<file path="src/rtl/btn_led_pkg.sv">
// Package: btn_led_pkg
// Shared encodings for the button/LED combiner.
//   mode_e     : runtime combine mode selected by the 2-bit mode input
//   db_state_e : per-button debounce FSM state
//                (S_LO stable low, W_HI waiting for high,
//                 S_HI stable high, W_LO waiting for low)
package btn_led_pkg;

    typedef enum logic [1:0] {
        MODE_AND = 2'b00,
        MODE_OR  = 2'b01,
        MODE_XOR = 2'b10,
        MODE_MAJ = 2'b11
    } mode_e;

    typedef enum logic [1:0] {
        S_LO = 2'b00,
        W_HI = 2'b01,
        S_HI = 2'b10,
        W_LO = 2'b11
    } db_state_e;

endpackage

</file>
<file path="src/rtl/btn_debounce.sv">
// Module: btn_debounce
// One push-button channel: 2-flop synchroniser followed by a 4-state debounce
// FSM with a saturating stability counter. A new level is accepted only after
// DB_COUNT consecutive cycles of the synchronised input at that level.
// Ports:
//   clk     in  1  system clock
//   rst_n   in  1  synchronous reset, active low
//   btn     in  1  raw asynchronous button level, 1 = pressed
//   btn_db  out 1  debounced level (1 in S_HI and W_LO)
module btn_debounce
    import btn_led_pkg::*;
#(
    parameter int DB_COUNT = 50000,
    parameter int DB_CNT_W = 16
) (
    input  logic clk,
    input  logic rst_n,
    input  logic btn,
    output logic btn_db
);

    localparam logic [DB_CNT_W-1:0] CNT_ONE  = DB_CNT_W'(1);
    localparam logic [DB_CNT_W-1:0] CNT_LAST = DB_CNT_W'(DB_COUNT - 1);

    logic                sync1_reg;
    logic                sync2_reg;
    db_state_e           state_reg,  state_next;
    logic [DB_CNT_W-1:0] cnt_reg,    cnt_next;

    always_ff @(posedge clk) begin
        if (!rst_n) begin
            sync1_reg <= 1'b0;
            sync2_reg <= 1'b0;
            state_reg <= S_LO;
            cnt_reg   <= '0;
        end else begin
            sync1_reg <= btn;
            sync2_reg <= sync1_reg;
            state_reg <= state_next;
            cnt_reg   <= cnt_next;
        end
    end

    // The counter holds the number of consecutive cycles the synchronised
    // input has shown the candidate level. The >= compare (rather than ==)
    // means the counter can never step past CNT_LAST, so it cannot wrap.
    always_comb begin
        state_next = state_reg;
        cnt_next   = cnt_reg;
        case (state_reg)
            S_LO: begin
                if (sync2_reg) begin
                    state_next = W_HI;
                    cnt_next   = CNT_ONE;
                end else begin
                    cnt_next = '0;
                end
            end
            W_HI: begin
                if (!sync2_reg) begin
                    state_next = S_LO;
                    cnt_next   = '0;
                end else if (cnt_reg >= CNT_LAST) begin
                    state_next = S_HI;
                    cnt_next   = '0;
                end else begin
                    cnt_next = cnt_reg + CNT_ONE;
                end
            end
            S_HI: begin
                if (!sync2_reg) begin
                    state_next = W_LO;
                    cnt_next   = CNT_ONE;
                end else begin
                    cnt_next = '0;
                end
            end
            W_LO: begin
                if (sync2_reg) begin
                    state_next = S_HI;
                    cnt_next   = '0;
                end else if (cnt_reg >= CNT_LAST) begin
                    state_next = S_LO;
                    cnt_next   = '0;
                end else begin
                    cnt_next = cnt_reg + CNT_ONE;
                end
            end
            default: begin
                state_next = S_LO;
                cnt_next   = '0;
            end
        endcase
    end

    assign btn_db = (state_reg == S_HI) || (state_reg == W_LO);

endmodule

</file>
<file path="src/rtl/btn_led_combiner.sv">
// Module: btn_led_combiner
// Debounces N_BTN buttons, combines the debounced levels with a runtime mode
// (AND / OR / XOR / majority) into a registered LED, and produces a one-cycle
// press event on every rising edge of that LED.
// Optional feature macro: LED_BLINK_EN
//   defined   : led1 blinks with half-period BLINK_DIV while led0 is on,
//               starting high on the cycle led0 rises; 0 while led0 is off.
//   undefined : led1 is a registered copy of led0 (no blink counter).
// Ports:
//   clk        in  1      system clock
//   rst_n      in  1      synchronous reset, active low
//   btn        in  N_BTN  raw asynchronous button levels, 1 = pressed
//   mode       in  2      00 AND, 01 OR, 10 XOR, 11 majority
//   btn_db     out N_BTN  debounced button levels
//   led0       out 1      registered combined result
//   led1       out 1      secondary LED (copy of led0, or blink)
//   press_evt  out 1      1-cycle pulse, one cycle after each led0 0->1
module btn_led_combiner
    import btn_led_pkg::*;
#(
    parameter int N_BTN     = 2,
    parameter int DB_COUNT  = 50000,
    parameter int DB_CNT_W  = 16,
    parameter int BLINK_DIV = 2**23
) (
    input  logic             clk,
    input  logic             rst_n,
    input  logic [N_BTN-1:0] btn,
    input  logic [1:0]       mode,
    output logic [N_BTN-1:0] btn_db,
    output logic             led0,
    output logic             led1,
    output logic             press_evt
);

    localparam int POP_W = $clog2(N_BTN + 1);

    // ------------------------------------------------------------------
    // Per-button debouncers
    // ------------------------------------------------------------------
    generate
        for (genvar gi = 0; gi < N_BTN; gi++) begin : g_db
            btn_debounce #(
                .DB_COUNT (DB_COUNT),
                .DB_CNT_W (DB_CNT_W)
            ) u_db (
                .clk    (clk),
                .rst_n  (rst_n),
                .btn    (btn[gi]),
                .btn_db (btn_db[gi])
            );
        end
    endgenerate

    // ------------------------------------------------------------------
    // Combine logic. mode is used directly; it is quasi-static, so the
    // single register stage on led0 is the only timing boundary.
    // ------------------------------------------------------------------
    logic [POP_W-1:0] ones;
    logic             maj;
    logic             led0_next;

    always_comb begin
        ones = '0;
        for (int i = 0; i < N_BTN; i++) begin
            ones = ones + POP_W'(btn_db[i]);
        end
    end

    // Strict majority: more than half of the buttons pressed.
    assign maj = (ones > POP_W'(N_BTN / 2));

    always_comb begin
        led0_next = 1'b0;
        case (mode_e'(mode))
            MODE_AND: led0_next = &btn_db;
            MODE_OR:  led0_next = |btn_db;
            MODE_XOR: led0_next = ^btn_db;
            MODE_MAJ: led0_next = maj;
            default:  led0_next = 1'b0;
        endcase
    end

    // ------------------------------------------------------------------
    // LED register and edge detector
    // ------------------------------------------------------------------
    logic led0_reg;
    logic led0_q_reg;
    logic press_reg;
    logic led1_reg;

    always_ff @(posedge clk) begin
        if (!rst_n) begin
            led0_reg   <= 1'b0;
            led0_q_reg <= 1'b0;
            press_reg  <= 1'b0;
        end else begin
            led0_reg   <= led0_next;
            led0_q_reg <= led0_reg;
            // Both terms are registered, so the pulse lands one cycle
            // after led0 rises; reset clears both, so leaving reset
            // cannot manufacture an edge.
            press_reg  <= led0_reg & ~led0_q_reg;
        end
    end

    // ------------------------------------------------------------------
    // Secondary LED
    // ------------------------------------------------------------------
`ifdef LED_BLINK_EN
    localparam int BLINK_W = (BLINK_DIV > 1) ? $clog2(BLINK_DIV) : 1;
    localparam logic [BLINK_W-1:0] BLINK_LAST = BLINK_W'(BLINK_DIV - 1);

    logic [BLINK_W-1:0] blink_cnt_reg;

    // Decisions use led0_next so led1 moves on the same cycle as led0:
    // it goes high together with led0 and drops together with it.
    always_ff @(posedge clk) begin
        if (!rst_n) begin
            blink_cnt_reg <= '0;
            led1_reg      <= 1'b0;
        end else if (!led0_next) begin
            blink_cnt_reg <= '0;
            led1_reg      <= 1'b0;
        end else if (!led0_reg) begin
            blink_cnt_reg <= '0;
            led1_reg      <= 1'b1;
        end else if (blink_cnt_reg >= BLINK_LAST) begin
            blink_cnt_reg <= '0;
            led1_reg      <= ~led1_reg;
        end else begin
            blink_cnt_reg <= blink_cnt_reg + BLINK_W'(1);
        end
    end
`else
    // Loaded from the same next-state value as led0 so the two LEDs
    // are identical every cycle.
    always_ff @(posedge clk) begin
        if (!rst_n) begin
            led1_reg <= 1'b0;
        end else begin
            led1_reg <= led0_next;
        end
    end
`endif

    assign led0      = led0_reg;
    assign led1      = led1_reg;
    assign press_evt = press_reg;

endmodule
</file>
<file path="config.mk">
export PLATFORM = sky130hd
export DESIGN_NAME = btn_led_combiner
export DESIGN_NICKNAME = d
export VERILOG_FILES = /design/src/rtl/btn_led_pkg.sv /design/src/rtl/btn_debounce.sv /design/src/rtl/btn_led_combiner.sv
export SDC_FILE = /design/constraint.sdc
export NUM_CORES = 1
export LEC_CHECK = 0
export CAP_MARGIN = 20
export CORE_MARGIN = 3
export CORE_UTILIZATION = 58
export DETAILED_ROUTE_END_ITERATION = 16
export GPL_TIMING_DRIVEN = 1
export PLACE_DENSITY_LB_ADDON = 0.25
export SLEW_MARGIN = 20
export SYNTH_ARGS = -nofsm -noshare
export SYNTH_HDL_FRONTEND = slang
export SYNTH_SLANG_ARGS = --single-unit
</file>
<file path="constraint.sdc">
create_clock -name clk -period 2.3 [get_ports clk]
set_input_delay 0.46 -clock clk [delete_from_list [all_inputs] [get_ports clk]]
set_output_delay 0.46 -clock clk [all_outputs]
set_load 0.1 [all_outputs]
</file>
# Word level (Yosys, flattened, before mapping)
# Cells that the tools add are included.
[word_totals]
word_cells = 73
ff_bits = 43
output_inout_bits = 5
inputBits = 6
[op_classes]
eq_ne = 17
muxes = 27
n_bitwise = 2
add_sub_neg = 3
magnitude_cmp = 3
n_reduce_logical = 10
[op_table]
columns = ["op", "n"]
rows = [
  ["$pmux 16 s4", 2],
  ["$mux 16", 6],
  ["$add 16x1->16 const B", 2],
  ["$ge 16x16->1 const B", 2],
  ["$mux 2", 12],
  ["$pmux 2 s4", 2],
  ["$eq 2x2->1 const B", 6],
  ["$reduce_and 4->1", 2],
  ["$eq 2x1->1 const B", 3],
  ["$logic_not 2->1", 3],
  ["$ne 3x1->1 const B", 2],
  ["$ne 3x3->1 const B", 2],
  ["$mux 1", 4],
  ["$ne 2x1->1 const B", 2],
  ["$ne 2x2->1 const B", 2],
  ["$pmux 1 s4", 1],
  ["$add 1x1->2", 1],
  ["$gt 2x1->1 const B", 1],
  ["$logic_or 1x1->1", 2],
  ["$reduce_and 2->1", 1],
  ["$reduce_or 2->1", 1],
  ["$reduce_xor 2->1", 1],
  ["$and 1x1->1", 1],
  ["$not 1->1", 1],
]

# Logic depth before layout (Yosys ltp)
# Gate-level depths: netlist (run 1).
[depth]
depth_word = 5
ltp_mapped = 7
ltp_nobuf = 5

# By module
# Synthesis (run 1) repeated with hierarchy kept, for this count alone.
[hier_totals]
cells_unflattened = 218
hier_area_um2 = 1945.6
[by_module_without_submodules]
columns = ["mod", "area_per_inst_um2", "instances", "cells_per_inst", "seq_area_each_um2"]
rows = [
  ["btn_debounce at g_db[0].u_db", 897.1, 1, 103, 400.4],
  ["btn_debounce at g_db[1].u_db", 897.1, 1, 99, 400.4],
  ["btn_led_combiner", 151.4, 1, 16, 60.1],
]

# Worst setup path before layout (run 1)
# No wires, ideal clock.
[synth_path]
path_kind = "reg-to-reg"
startpoint = "reg g_db[1].u_db.cnt_reg[0]"
endpoint = "reg g_db[1].u_db.cnt_reg[12]"
setup_time_ns = 0.064
slack_ns = 0.453
n_path_buf = 2
required_ns = 2.236
period_less_slack_ns = 1.847
stages_incl_launch_ff = 8
arrival_ns = 1.783
cell_sequence = "dfxtp_1 ha_1 a311oi_2 a211oi_1 or4b_1 buf_2 buf_6 nor2_1"
[synth_between]
elab_chain_cells = 4
word_cells_on_any_way = 6
classes_between = "1 x add/sub; 1 x order compare; 4 x mux"
[synth_rtl]
columns = ["item", "line_no", "source"]
rows = [
  ["start, declared", "btn_debounce.sv:28", "logic [DB_CNT_W-1:0] cnt_reg, cnt_next;"],
  ["start signal, assigned", "btn_debounce.sv:40", "cnt_reg <= cnt_next;"],
  ["$add 16x1->16 / $ge 16x16->1 (equally long branches)", "n/a", ""],
  ["$mux 16 (*)", "btn_debounce.sv:63, btn_debounce.sv:82", ""],
  ["$mux 16 (on tied branches)", "btn_debounce.sv:79, btn_debounce.sv:60", ""],
  ["$pmux 16 s4 (*)", "btn_debounce.sv:50", "case (state_reg)"],
]
# Mark *: on every way between the ends. The rest lies on a longest branch, timed or not.
# A chain may end at the register's enable or synchronous reset.

# Final worst setup path (run 1)
[layout_path]
startpoint = "reg g_db[1].u_db.cnt_reg[0]"
endpoint = "reg g_db[1].u_db.cnt_reg[13]"
# The elaborated chain is that of the path after synthesis.

==> impl_metrics.toml, run 1 <==
[die]
die_area_sq_mm = 0.00403
start_util = 0.618
num_rows = 20
die_w_um = 63.5
core_area_sq_mm = 0.00310
die_h_um = 63.5
io_pins = 11

[global_route]
grt_pass1_wl_mm = 5.58
grt_use_total = 0.175
grt_overflow = 0
first_global_vias = 1356
grt_max_degree = 16
antenna_found_initial = 0

[timing]
fmax_mhz = 481
fin_setup_tns_ps = 0
min_period_ps = 2080
post-route-period-util = 0.905
holdWs_ps = 394
maxSlewViolCount = 0
skew_ps = 6.98
rsz0062_at_grt = "false"
hold_viol_final = 0
maxSlewHeadroom = 0.563
setup_viol = 0
worst_pin_slew_ps = 655

[power_and_ir_drop]
p_comb_frac = 0.035
intPower_mw = 0.886
switching_share = 0.220
p_leak_nw = 0.656
p_sw_mw = 0.251
seq_power_share = 0.663
cellPowerDensity_mw_per_mm2 = 556
p_clk_frac = 0.302
ir_drop_mv = 0.460

[setup_path]
timing.rr.start = "g_db[1].u_db.cnt_reg[0]"
crit_path_max_fanout = 15
cp-startpoint = "g_db[1].u_db.cnt_reg[0]"
cp.required_ps = 2590
crit_path_end_kind = "register"
start_kind = "register"
critPathArrivalTime_ps = 2370
worstReg2RegEnd = "g_db[1].u_db.cnt_reg[13]"
rr_worst_depth = 5
cp-endpoint = "g_db[1].u_db.cnt_reg[13]"
reg2reg_slack_ps = 220
crit_type = "reg2reg"

[cts]
cts_tree = "yes"
insertion_delay_ps = 360
cts_buffer_depth = 2
post_cts_resized = 0
cts.sinks = 43
clk_pin_slew_worst_paths_ps = 110
cts_buffers = 5
post-cts-setup-buffer-count = 0
cts_hold_buf = 0
root_buffer = "clkbuf_4"
htreeDepth = 2

[routing]
routed_wl_mm = 3.15
ant_nets = 0
firstDrtPassIters = 4
wl_met2_mm = 1.54
drc_errors = 0
drtIter0Drc = 71
wl_met3_um = 106
met1_length_mm = 1.46
vias = 1435
via_per_inst = 5.39
top_layer_used = "met4"
wl_per_cell_um = 11.8

[hold_path]
min_path_type = "reg2reg"

[synth]
netlist_top_cells_count = "dfxtp_1 (43), nor2_1 (36), xnor2_1 (17), nand2_1 (15), nand4_1 (11)"
netlist_area_sq_mm = 0.00192
synthTopCellsByArea = "dfxtp_1 (45%), xnor2_1 (7.8%), nor2_1 (7.0%)"
synthArstFlopShare = 0
yosys.area.top_type = "dfxtp_1"
syn_nets = 225
yosysMostFrequentCell = "dfxtp_1"
syn_inst = 215
ys_ff_latch = 43
synth-seq-area-share = 0.449
synth_edf_count = 0
yosysUniqueCellTypes = 36
yosys_warnings = 0
synth_top_area_frac = 0.449
ys.flop_type = "dfxtp_1"
postSynthAreaPerCell_sq_um = 8.92

[finish]
final_layout_size_suffix_gt1_frac = 0.0721
postLayoutCellArea_sq_mm = 0.00204
diodes = 0
syn_to_final_growth_pct = 6.59
largest_reg_flops = 32
final_cells = 266
fillCellCount = 288
final_nets = 231

[placed_design]
dp_hpwl_mm = 2.31
placed_area_sq_mm = 0.00199
port_buffers = 10
dp_cells = 258
gp_congestion = 0.812

[run]
cap_violations = 0

[outcome]
status = "complete, no violations"
[cell usage in the layout, fill, tap and decap left out, drive strengths merged, types with 2 or more instances in the layout]
cell	instances
inv	9
xor2	10
nor2	36
buf	6
nand3	8
and4	2
nand2	15
nor3	4
nor4	9
ha	4
mux2i	2
or3	2
o211ai	2
xnor2	17
nand4	11
clkbuf	7
nor2b	2
dfxtp	43
and2	7
clkdlybuf4s50	5
a21oi	4
o21ai	3
[layer usage]
layer  up-vias  global-route usage
met5         -                   0
met4         0              0.0809
met3         7              0.0535
met2        13               0.306
met1       668               0.192
li1        747                   -
[cells by family after synthesis]
group,after synthesis,synth area share
DFF,43,0.449
buffers and inverters,21,0.0561
xor gates and xnor gates,27,0.123
adders and majority gates,4,0.0261
AOI/OAI and AO/OA,17,0.0685
and+or+nand+nor,100,0.261
muxes,3,0.0163
[power by group through the flow]
stage          Clock, mW  Combinational (mW)  Sequential [mW]
6_report           0.344              0.0393            0.754
5_1_grt            0.393              0.0421            0.755
4_1_cts            0.361              0.0396            0.754
3_5_place_dp           0              0.0395            0.771
3_3_place_gp           0              0.0387            0.771
2_1_floorplan          0              0.0166            0.779
[area by class of cell]
cell class / instances / area (sq um) / area share
Multi-Input combinational cell: 151 / 950 / 0.465
Clock inverter: 1 / 5.00 / 0.00245
Timing Repair Buffer: 11 / 95.1 / 0.0465
Clock buffer: 7 / 45.0 / 0.0220
Tap cell: 44 / 55.1 / 0.0269
Inverter: 9 / 33.8 / 0.0165
Sequential cell: 43 / 861 / 0.421
[per-stage QoR]
| stage | power, mW | utilization | setup slack, ps |
|---|---|---|---|
| finish | 1.14 | 0.659 | 219 |
| global route | 1.19 | 0.659 | 53.1 |
| CTS | 1.16 | 0.659 | 201 |
| detailed placement | 0.811 | 0.643 | 228 |
| global placement | 0.810 | 0.643 | 270 |
| floorplan | 0.796 | - | 453 |
[how the worst min path moves through the flow]
stage	startpoint	endpoint	slack, ps	depth (start not counted)
floorplan	led0_q_reg	press_evt	370	1
global placement	led0_q_reg	press_evt	370	1
detailed placement	led0_q_reg	press_evt	380	1
CTS	led0_q_reg	press_evt	400	1
global route	led0_q_reg	press_evt	400	1
finish	led0_q_reg	press_evt	390	1
[critical path, cell delays in order, from the launching register on]
cell and delay [ps]:
dfxtp_1 330, ha_1 270, a311oi_2 300, a211oi_1 130, or4b_1 780, a21oi_1 200
No activity file was read; power rests on OpenSTA's default activity.
==> run 2: changes to the inputs <==
- MAX_ROUTING_LAYER: not set -> met4
==> run 2 against run 1 <==
Cell count unchanged. Global-route usage increased by 0.45 points. Non-clock buffer count unchanged. Sequential power about the same. Critical path depth unchanged. Largest cell class unchanged. Maximum frequency about the same. Clock power about the same.
==> impl_metrics.toml, run 2 (synthesized netlist as in run 1, its figures left out) <==
[placed_design]
placed_area_sq_mm = 0.00199
pre_cts_slack_ps = 228
port_buffers = 10
gp_congestion = 0.824
dp_hpwl_mm = 2.31

[routing]
via_per_inst = 5.36
ant_nets = 0
drtIter0Drc = 68
routed_wl_mm = 3.15
wl_per_cell_um = 11.8
firstDrtPassIters = 4
vias = 1425
drc_errors = 0

[cts]
root_buffer = "clkbuf_4"
cts_buffers = 5
insertion_delay_ps = 360
clk_pin_slew_worst_paths_ps = 110
cts_buffer_depth = 2
htreeDepth = 2
cts.sinks = 43
cts_tree = "yes"
cts_hold_buf = 0
post-cts-setup-buffer-count = 0
post_cts_resized = 0

[global_route]
grt_max_degree = 16
first_global_vias = 1358
grt_use_total = 0.180
grt_overflow = 0
grt_pass1_wl_mm = 5.57
antenna_found_initial = 0

[timing]
worst_pin_slew_ps = 658
min_period_ps = 2080
maxSlewHeadroom = 0.561
rsz0062_at_grt = "false"
holdWs_ps = 394
post-route-period-util = 0.905
worst_slack_ps = 219
fin_setup_tns_ps = 0
maxSlewViolCount = 0
fmax_mhz = 481
setup_viol = 0
hold_viol_final = 0
skew_ps = 6.25

[power_and_ir_drop]
p_comb_frac = 0.034
seq_power_share = 0.663
p_clk_frac = 0.303
intPower_mw = 0.886
p_sw_mw = 0.251
ir_drop_mv = 0.460
p_leak_nw = 0.656
cellPowerDensity_mw_per_mm2 = 556
switching_share = 0.221

[setup_path]
cp.required_ps = 2590
crit_path_end_kind = "register"
start_kind = "register"
critPathArrivalTime_ps = 2370
worstReg2RegEnd = "g_db[1].u_db.cnt_reg[13]"
slowest_delay_ps = 780
crit_slowest_cell = "or4b_1"
timing.rr.start = "g_db[1].u_db.cnt_reg[0]"
rr_worst_depth = 5
crit_path_max_fanout = 15
crit_path_cell_trace = "ha_1 -> a311oi_2 -> a211oi_1 -> or4b_1 -> a21oi_1"
reg2reg_slack_ps = 220
crit_type = "reg2reg"

[die]
start_util = 0.618
num_rows = 20
die_area_sq_mm = 0.00403
core_area_sq_mm = 0.00310
die_h_um = 63.5
io_pins = 11
die_w_um = 63.5

[finish]
final_cell_mix = "dfxtp_1 (43), nor2_1 (36), xnor2_1 (17)"
postLayoutCoreUtil = 0.659
final_nets = 231
multi_input_area_sq_um = 950
diodes = 0
seqCellArea_sq_um = 861
largest_reg_flops = 32
fillCellCount = 288
final_common_cell = "dfxtp_1"
postLayoutCellArea_sq_mm = 0.00204
final_layout_size_suffix_gt1_frac = 0.0721
syn_to_final_growth_pct = 6.59

[hold_path]
min_to = "press_evt"
holdPathStages = 1
hp-start = "led0_q_reg"
min_path_type = "reg2reg"

[outcome]
status = "complete, no violations"

[run]
cap_violations = 0
run 2: cell type report:
| type | instances | area share |
|---|---|---|
| multi-input combinational | 151 | 0.465 |
| sequential | 43 | 0.421 |
| timing repair buffer | 11 | 0.0465 |
| tap | 44 | 0.0269 |
| clock buffer | 7 | 0.0220 |
| inverter | 9 | 0.0165 |
| clock inverter | 1 | 0.00245 |
run 2: through the flow:
stage	total power, mW	std cells
after floorplan	0.796	215
after global placement	0.810	258
after detailed placement	0.811	258
after CTS	1.16	266
after global routing	1.19	266
final	1.14	266
run 2: worst max-delay path by stage:
stage	startpoint	endpoint	slack [ps]	cells past startpoint
2_1_floorplan	g_db[1].u_db.cnt_reg[0]	g_db[1].u_db.cnt_reg[12]	450	7
3_3_place_gp	rst_n	g_db[1].u_db.cnt_reg[13]	270	4
3_5_place_dp	g_db[1].u_db.cnt_reg[0]	g_db[1].u_db.cnt_reg[12]	230	5
4_1_cts	g_db[1].u_db.cnt_reg[0]	g_db[1].u_db.cnt_reg[13]	200	5
5_1_grt	g_db[1].u_db.cnt_reg[0]	g_db[1].u_db.cnt_reg[12]	50	5
6_report	g_db[1].u_db.cnt_reg[0]	g_db[1].u_db.cnt_reg[13]	220	5
run 2: power by group through the flow:
stage / Sequential [mW] / Clock, mW / Combinational (mW)
final: 0.754 / 0.344 / 0.0392
after global routing: 0.755 / 0.393 / 0.0420
after CTS: 0.754 / 0.361 / 0.0396
after detailed placement: 0.771 / 0 / 0.0395
after global placement: 0.771 / 0 / 0.0387
after floorplan: 0.779 / 0 / 0.0166
run 2: routing by layer:
metal	track usage	vias to the layer above	share of wire
met5	-	-	0
met3	0.0535	7	0.034
met4	0.0809	0	0.015
li1	-	748	-
met1	0.190	656	0.46
met2	0.308	14	0.49
run 2: worst max-delay path, delay by kind of cell (launching register included):
family / cells / cell delay, ps
and+or+nand+nor: 1 / 780
adders and majority gates: 1 / 270
DFF: 1 / 330
AOI/OAI and AO/OA: 3 / 630
